$ cat config.mk
export PLATFORM = sky130hd
export DESIGN_NAME = load_store_unit
export DESIGN_NICKNAME = d
export VERILOG_FILES = /design/src/rtl/load_store_unit.sv
export SDC_FILE = /design/constraint.sdc
export NUM_CORES = 1
export LEC_CHECK = 0
export ABC_CLOCK_PERIOD_IN_PS = 1500
export CAP_MARGIN = 5
export CORE_UTILIZATION = 40
export CTS_BUF_LIST = sky130_fd_sc_hd__clkbuf_16
export CTS_CLUSTER_SIZE = 30
export DETAILED_ROUTE_END_ITERATION = 10
export PLACE_DENSITY = 0.89
export SLEW_MARGIN = 20
export SYNTH_ARGS = -nofsm -noshare
export SYNTH_HDL_FRONTEND = slang
export SYNTH_SLANG_ARGS = --single-unit
export TNS_END_PERCENT = 50
$ cat constraint.sdc
create_clock -name clk -period 1.5 [get_ports clk]
set_input_delay 0.15 -clock clk [delete_from_list [all_inputs] [get_ports clk]]
set_output_delay 0.15 -clock clk [all_outputs]
set_load 0.02 [all_outputs]
$ cat src/rtl/load_store_unit.sv
// Load/store unit between the MEM stage and a word-wide data memory.
// Handles RV32I sub-word lane placement, load extension, misalign/range exceptions.
module load_store_unit #(
  parameter int ADDR_WIDTH = 32,
  parameter int DATA_WIDTH = 32,
  parameter int MEM_BYTES  = 4096
) (
  input  logic                  clk,
  input  logic                  reset_n,
  input  logic                  op_valid,
  input  logic                  mem_read,
  input  logic                  mem_write,
  input  logic [2:0]            funct3,
  input  logic [ADDR_WIDTH-1:0] address,
  input  logic [DATA_WIDTH-1:0] write_data,
  output logic                  stall,
  output logic                  op_done,
  output logic [DATA_WIDTH-1:0] load_data,
  output logic                  exc_misalign,
  output logic                  exc_fault,
  output logic                  dmem_req,
  output logic                  dmem_we,
  output logic [ADDR_WIDTH-1:0] dmem_addr,
  output logic [3:0]            dmem_be,
  output logic [DATA_WIDTH-1:0] dmem_wdata,
  input  logic                  dmem_ack,
  input  logic [DATA_WIDTH-1:0] dmem_rdata
);

  localparam logic [ADDR_WIDTH-1:0] MEM_LIMIT = ADDR_WIDTH'(MEM_BYTES);

  typedef enum logic [1:0] {IDLE, REQ, RESP} state_t;

  state_t                state_q, state_d;
  logic                  we_q, byte_q, half_q, uns_q, mis_q, fault_q;
  logic [1:0]            lane_q;
  logic [ADDR_WIDTH-1:0] addr_q;
  logic [3:0]            be_q, be_d;
  logic [DATA_WIDTH-1:0] wdata_q, wdata_d, load_q, load_ext;
  logic                  req_in, accept, is_byte, is_half, misalign, fault;
  logic [7:0]            lb;
  logic [15:0]           lh;

  assign req_in = op_valid & (mem_read | mem_write);
  assign accept = (state_q == IDLE) & req_in;

  // Stores only recognise 000/001 as sub-word; loads also take the unsigned forms.
  always_comb begin
    is_byte = 1'b0;
    is_half = 1'b0;
    if (mem_write) begin
      is_byte = (funct3 == 3'b000);
      is_half = (funct3 == 3'b001);
    end else begin
      is_byte = (funct3[1:0] == 2'b00);
      is_half = (funct3[1:0] == 2'b01);
    end
  end

  assign misalign = (is_half & address[0]) | (~is_byte & ~is_half & (|address[1:0]));
  assign fault    = (address >= MEM_LIMIT);

  always_comb begin
    be_d    = 4'b1111;
    wdata_d = write_data;
    if (is_byte) begin
      be_d    = 4'b0001 << address[1:0];
      wdata_d = DATA_WIDTH'({4{write_data[7:0]}});
    end else if (is_half) begin
      be_d    = address[1] ? 4'b1100 : 4'b0011;
      wdata_d = DATA_WIDTH'({2{write_data[15:0]}});
    end
  end

  always_comb begin
    lb       = dmem_rdata[{lane_q, 3'b000} +: 8];
    lh       = lane_q[1] ? dmem_rdata[31:16] : dmem_rdata[15:0];
    load_ext = dmem_rdata;
    if (byte_q)
      load_ext = uns_q ? DATA_WIDTH'({24'b0, lb}) : DATA_WIDTH'({{24{lb[7]}}, lb});
    else if (half_q)
      load_ext = uns_q ? DATA_WIDTH'({16'b0, lh}) : DATA_WIDTH'({{16{lh[15]}}, lh});
  end

  always_ff @(posedge clk or negedge reset_n) begin
    if (!reset_n) state_q <= IDLE;
    else          state_q <= state_d;
  end

  always_comb begin
    state_d = state_q;
    unique case (state_q)
      IDLE: if (req_in) state_d = (misalign | fault) ? RESP : REQ;
      REQ:  if (dmem_ack) state_d = RESP;
      RESP: state_d = IDLE;
      default: state_d = IDLE;
    endcase
  end

  always_comb begin
    dmem_req     = (state_q == REQ);
    op_done      = (state_q == RESP);
    dmem_we      = dmem_req & we_q;
    dmem_addr    = addr_q;
    dmem_be      = be_q;
    dmem_wdata   = wdata_q;
    load_data    = load_q;
    exc_misalign = op_done & mis_q;
    exc_fault    = op_done & fault_q;
    stall        = req_in & ~op_done;
  end

  always_ff @(posedge clk or negedge reset_n) begin
    if (!reset_n) begin
      we_q    <= 1'b0;
      byte_q  <= 1'b0;
      half_q  <= 1'b0;
      uns_q   <= 1'b0;
      mis_q   <= 1'b0;
      fault_q <= 1'b0;
      lane_q  <= '0;
      addr_q  <= '0;
      be_q    <= '0;
      wdata_q <= '0;
      load_q  <= '0;
    end else if (accept) begin
      we_q    <= mem_write;
      byte_q  <= is_byte;
      half_q  <= is_half;
      uns_q   <= funct3[2];
      mis_q   <= misalign;
      fault_q <= ~misalign & fault;
      lane_q  <= address[1:0];
      addr_q  <= {address[ADDR_WIDTH-1:2], 2'b00};
      be_q    <= be_d;
      wdata_q <= wdata_d;
      if (misalign | fault) load_q <= '0;
    end else if ((state_q == REQ) && dmem_ack) begin
      load_q <= we_q ? '0 : load_ext;
    end
  end

endmodule

# After elaboration in Yosys (flattened, before gate mapping)
# Cells that the tools add are included.
dict set report totals {
  out_inout_bits 106
  reg_bits 108
  inputBits 105
}
dict set report classes {
  n_eq_ne 7
  magnitude_cmp 1
  mux 20
  n_bitwise 17
  n_shift 2
  n_reduce_logical 8
}
# op count
set op_table {}
lappend op_table {{$mux 32} 10}
lappend op_table {{$ge 32x13->1 const B} 1}
lappend op_table {{$shiftx 32x6->8} 1}
lappend op_table {{$mux 16} 1}
lappend op_table {{$mux 4} 3}
lappend op_table {{$and 1x1->1} 10}
lappend op_table {{$mux 2} 3}
lappend op_table {{$eq 2x1->1 const B} 2}
lappend op_table {{$logic_not 2->1} 2}
lappend op_table {{$ne 2x1->1 const B} 2}
lappend op_table {{$not 1->1} 4}
lappend op_table {{$pmux 2 s2} 1}
lappend op_table {{$reduce_and 2->1} 2}
lappend op_table {{$shl 1x2->4 const A} 1}
lappend op_table {{$eq 3x1->1 const B} 1}
lappend op_table {{$logic_not 3->1} 1}
lappend op_table {{$or 1x1->1} 3}
lappend op_table {{$eq 2x2->1 const B} 1}
lappend op_table {{$mux 1} 2}
lappend op_table {{$ne 2x2->1 const B} 1}
lappend op_table {{$reduce_bool 2->1} 1}
lappend op_table {{$reduce_or 2->1} 1}
lappend op_table {{$logic_and 1x1->1} 1}

# Depth between registers and ports, before layout
dict set report depth {
  depth_word 10
  ltp_mapped 6
  mapped_depth_nobuf 5
}

# Worst setup path before layout
# Ideal clock, no wire load.
dict set report synth_path {
  path_kind {input port to flip-flop}
  start {in address[17]}
  end {reg load_q[12], in the netlist load_data[12]}
  path_buffers 1
  t_required_ps 1421
  t_arrival_ps 1519
  setup_slack_ps -98
  setup_ps 79
  cell_stages 5
  path_cell_list {or4_4 a32o_1 a21oi_4 buf_6 mux2i_1}
}
dict set report synth_via {
  elab_chain_cells 4
}
# item line_no
set synth_rtl {}
lappend synth_rtl {{start, declared} 14} ;# input logic [ADDR_WIDTH-1:0] address,
lappend synth_rtl {{$ge 32x13->1} 61} ;# assign fault = (address >= MEM_LIMIT);
lappend synth_rtl {{$or 1x1->1} 137} ;# if (misalign | fault) load_q <= '0;
lappend synth_rtl {{$ne 2x1->1 (no source line)} --}
lappend synth_rtl {{$reduce_and 2->1 (no source line)} --}
lappend synth_rtl {{end signal, assigned} 139} ;# load_q <= we_q ? '0 : load_ext;
lappend synth_rtl {{end, declared} 39} ;# logic [DATA_WIDTH-1:0] wdata_q, wdata_d, load_q, load_ext;
# Every way passes these cells.
# A chain may end at the register's enable or synchronous reset.

# Worst setup path after layout
dict set report layout_path {
  start {reg lane_q[0]}
  end {reg load_q[16], in the netlist load_data[16]}
}
dict set report layout_via {
  elab_chain_cells 6
}
# item line_no
set layout_rtl {}
lappend layout_rtl {{start, declared} 36} ;# logic [1:0] lane_q;
lappend layout_rtl {{start signal, assigned} 133} ;# lane_q <= address[1:0];
lappend layout_rtl {{$shiftx 32x6->8} 76} ;# lb = dmem_rdata[{lane_q, 3'b000} +: 8];
lappend layout_rtl {{$mux 32} 80} ;# load_ext = uns_q ? DATA_WIDTH'({24'b0, lb}) : DATA_WIDTH'({{24{lb[7]}}, lb});
lappend layout_rtl {{$mux 32} 79} ;# if (byte_q)
lappend layout_rtl {{$mux 32} 139}
lappend layout_rtl {{$mux 32} 138} ;# end else if ((state_q == REQ) && dmem_ack) begin
lappend layout_rtl {{$mux 32} 126} ;# end else if (accept) begin
# Every way passes these cells. The select of a mux whose other input is x is not followed.

==> summary.md <==
| Metric | Value |
|---|---|
| Critical path class | `reg -> reg` |
| Largest net degree at the start of global routing | `60` |
| Seq cells post-synth | `108` |
| Via/cell ratio | `5.48` |
| Antenna-violating nets left | `0` |
| Crit path max fanout | `12` |
| Pre-CTS setup slack | `-0.622 ns` |
| Seq/Total Area, Yosys | `about 50%` |
| Hold EP | `dmem_addr[29]$_DFFE_PN0P_` |
| Max Clk Rate | `0.592 GHz` |
| Nets | `between 900 and 1000` |
| Root buf cell | `clkbuf_16` |
| Launch point of the worst hold path | `address[29]` |
| Max IR drop VDD | `0.803 mV` |
| Syn Std Cell Area | `0.00540 mm²` |
| ANT cells | `0` |
| Clock slew seen by the registers of the worst setup and hold paths | `0.08 ns` |
| Slew Limit Fails | `0` |
| Mux contribution to synthesized area | `13.9%` |
| Worst hold margin | `about 0.13 ns` |
| Failing checks | `negative setup slack` |
| Worst Setup Start Kind | `flop` |
| Setup TNS | `-4.35 ns` |
| Vias in the first global route | `roughly 5500` |
| Gpl congestion | `0.876` |
| Commonest non-fill, non-tap cells in the layout | `nand2_1, clkdlybuf4s50_1, dfrtp_1, buf_4, dlymetal6s2s_1` |
| Initial core utilization | `approximately two fifths` |
| Setup Viol. Count Final | `76` |
| Adder-cell share of the synthesized area | `0%` |
| Clock Path Buffers | `2` |
| Worst r2r path cells | `6` |
| Hold path depth | `3` |
| Largest family of logic cells by synthesized area | `simple AND/OR/NAND/NOR gates` |
| Filler cell count | `roughly 860` |
| I/O pin count | `211` |
| Tcrit/Tclk final | `113%` |
| Final WS setup | `-0.188 ns` |
| Hold Path Class | `in -> reg` |
| Worst reg2reg path startpoint | `lane_q[0]$_DFFE_PN0P_` |
| H-tree Lvls | `3` |
| Core Rows | `42` |
| Via count | `5668` |
| Post-Synth XOR/XNOR Area | `0%` |
| Avg Cell Area, Syn | `roughly 9.4 µm²` |
| Placed cells | `~990` |
| GR Util All Layers | `26.1%` |
| Critical Path End Type | `flop` |
| Unrepaired setup endpoints after global routing | `true` |
| Terminus of the critical flop-to-flop path | `load_data[16]$_DFFE_PN0P_` |
| Die footprint | `~0.014 mm²` |
| Synth warn | `0` |
| Die width | `~120 µm` |
| Worst skew pair latency | `between 0.3 and 0.4 ns` |
| Hpwl dp | `12900 µm` |
| Setup Skew | `around 0.0076 ns` |
| Worst reg-to-reg setup slack | `-0.19 ns` |
| IO Port Bufs | `208` |
| Register cell area after layout | `around 0.0027 mm²` |
| Post-synthesis compound-gate area fraction | `12.2%` |
| Final cell count without fillers | `roughly 1000` |
| DRC | `0` |
| Placeable Area | `about 0.013 mm²` |
| Cell Pwr Density | `approximately 1400 mW/mm²` |
| Netlist cell types | `39` |
| Num CTS Buffers | `9` |
| Synth Instances | `between 500 and 600` |
| Leakage | `~5.1 nW` |
| Multi-input gate area | `between 0.002 and 0.003 mm²` |
| Final Critical Period | `approximately 1.7 ns` |
| Total power | `roughly 13 mW` |
| CTS tree | `done` |
| Req. time, crit path | `~1.8 ns` |
| Fraction of layout cells with a size suffix above 1 | `26.0%` |
| Initial antenna violation count | `1` |
| Max-cap violations | `0` |
| CTS Sinks | `approximately 110` |
| Fin. Hold Viols | `0` |
| Arrival @ worst endpoint | `between 1.5 and 2 ns` |
| Area grow syn2layout | `76.0%` |
| First DRT Iteration DRCs | `a little under 400` |
| Status | `complete, but fails checks` |
| Drt total wl | `20100 µm` |
| Detailed Routing Iterations Pass 1 | `5` |
| Routed len/inst | `just under 20 µm` |
| Area share of and/or/nand/nor cells after synthesis | `between 20% and 30%` |
| Height of the die | `about 120 µm` |
| Commonest non-fill, non-tap cell in the layout | `nand2_1` |
| Global-route wire length before repair | `~28000 µm` |
| Total global routing overflow | `0` |
## metrics by stage
stage / util (%) / cell area (µm²)
3_5_place_dp: 62.5 / 8250
6_report: 72.1 / 9510
2_1_floorplan: - / 5410
3_3_place_gp: 62.5 / 8250
4_1_cts: 66.4 / 8760
5_1_grt: 72.1 / 9510
## where the power goes
| part | total (mW) | leakage (nW) | switching [mW] | internal [mW] |
|---|---|---|---|---|
| logic | 6.08 | 3.58 | 3.15 | 2.93 |
| registers | 4.32 | 1.35 | 0.567 | 3.75 |
| clock network | 2.53 | 0.155 | 1.18 | 1.34 |
| total | 12.9 | 5.08 | 4.90 | 8.03 |
## state kept, by name, indices dropped and copies added (netlist names)
signal,cells
dmem_wdata,32
load_data,32
dmem_addr,30
dmem_be,4
lane_q,2
state_q,2
byte_q,1
fault_q,1
half_q,1
mis_q,1
uns_q,1
we_q,1
## layer usage
layer / routed length, µm / track usage, % / vias up
met5: 13 / 0 / -
met4: 725 / 10.4 / 2
met3: 1850 / 7.77 / 65
met2: 10100 / 44.6 / 324
met1: 7440 / 30.8 / 2743
li1: - / - / 2534
## worst max-delay path: stages (launching register included)
cell	delay, ns
dfrtp_2	0.48
buf_6	0.15
mux2i_4	0.18
o221ai_4	0.24
clkbuf_16	0.23
o211ai_1	0.13
mux2i_1	0.18
## what timing repair did
action | CTS | global route
pin swaps | 13 | 57
gates cloned | 2 | 10
hold buffers | 1 | 0
resized for setup | 74 | 159
setup buffers | 9 | 5
endpoints found under the hold margin | 108 | 0
endpoints found under the setup margin | 61 | 151
## how the worst max path moves through the flow
stage / slack, ns / endpoint / from / depth (start not counted)
detailed placement: -0.62 / load_data[21]$_DFFE_PN0P_ / address[17] / 6
floorplan: -0.07 / load_data[12]$_DFFE_PN0P_ / address[17] / 5
CTS: -0.08 / load_data[9]$_DFFE_PN0P_ / lane_q[0]$_DFFE_PN0P_ / 6
global route: -0.25 / load_data[16]$_DFFE_PN0P_ / lane_q[0]$_DFFE_PN0P_ / 6
global placement: -0.55 / load_data[20]$_DFFE_PN0P_ / address[17] / 6
finish: -0.19 / load_data[16]$_DFFE_PN0P_ / lane_q[0]$_DFFE_PN0P_ / 6
## synthesized netlist by cell type, drive strengths merged
| cell | instances | area [µm²] |
|---|---|---|
| buf | 8 | 66.3 |
| nor2 | 24 | 92.6 |
| nor3b | 1 | 7.51 |
| a32o | 9 | 90.1 |
| a21oi | 11 | 66.3 |
| o21a | 2 | 15.0 |
| o221ai | 1 | 15.0 |
| mux2 | 9 | 101 |
| a221o | 1 | 10.0 |
| a21o | 1 | 7.51 |
| or4 | 1 | 11.3 |
| o31a | 1 | 8.76 |
| mux2i | 49 | 490 |
| nor3 | 1 | 10.0 |
| nand2b | 3 | 18.8 |
| o21ai | 28 | 140 |
| a31oi | 11 | 68.8 |
| clkbuf | 34 | 128 |
| and3 | 1 | 6.26 |
| dfrtp | 108 | 2700 |
| nand2 | 201 | 754 |
| a31o | 1 | 8.76 |
| nor4 | 4 | 25.0 |
| nand4 | 2 | 12.5 |
| inv | 3 | 11.3 |
| mux4 | 7 | 158 |
| nor2b | 18 | 113 |
| a21boi | 1 | 7.51 |
| a211o | 1 | 8.76 |
| and2 | 3 | 18.8 |
| o21bai | 2 | 15.0 |
| or2 | 2 | 12.5 |
| o32ai | 1 | 8.76 |
| o211ai | 25 | 188 |
| conb | 1 | 3.75 |
## logic make-up (layout without fill, tap and decap cells)
logic type,after synthesis,count (layout)
compound gates,96,96
simple gates,261,261
flops,108,108
buf+inv,45,327
mux,65,65
other cells,1,2
## area by class of cell
class	count	area share, %
Timing Repair Buffer	308	35.9
Multi-Input combinational cell	424	29.9
Clock buffer	9	2.37
Sequential cell	108	28.5
Inverter	3	0.118
Tap cell	176	2.32
Clock inverter	7	0.921
Note: power is estimated with default switching activity, not from simulation.
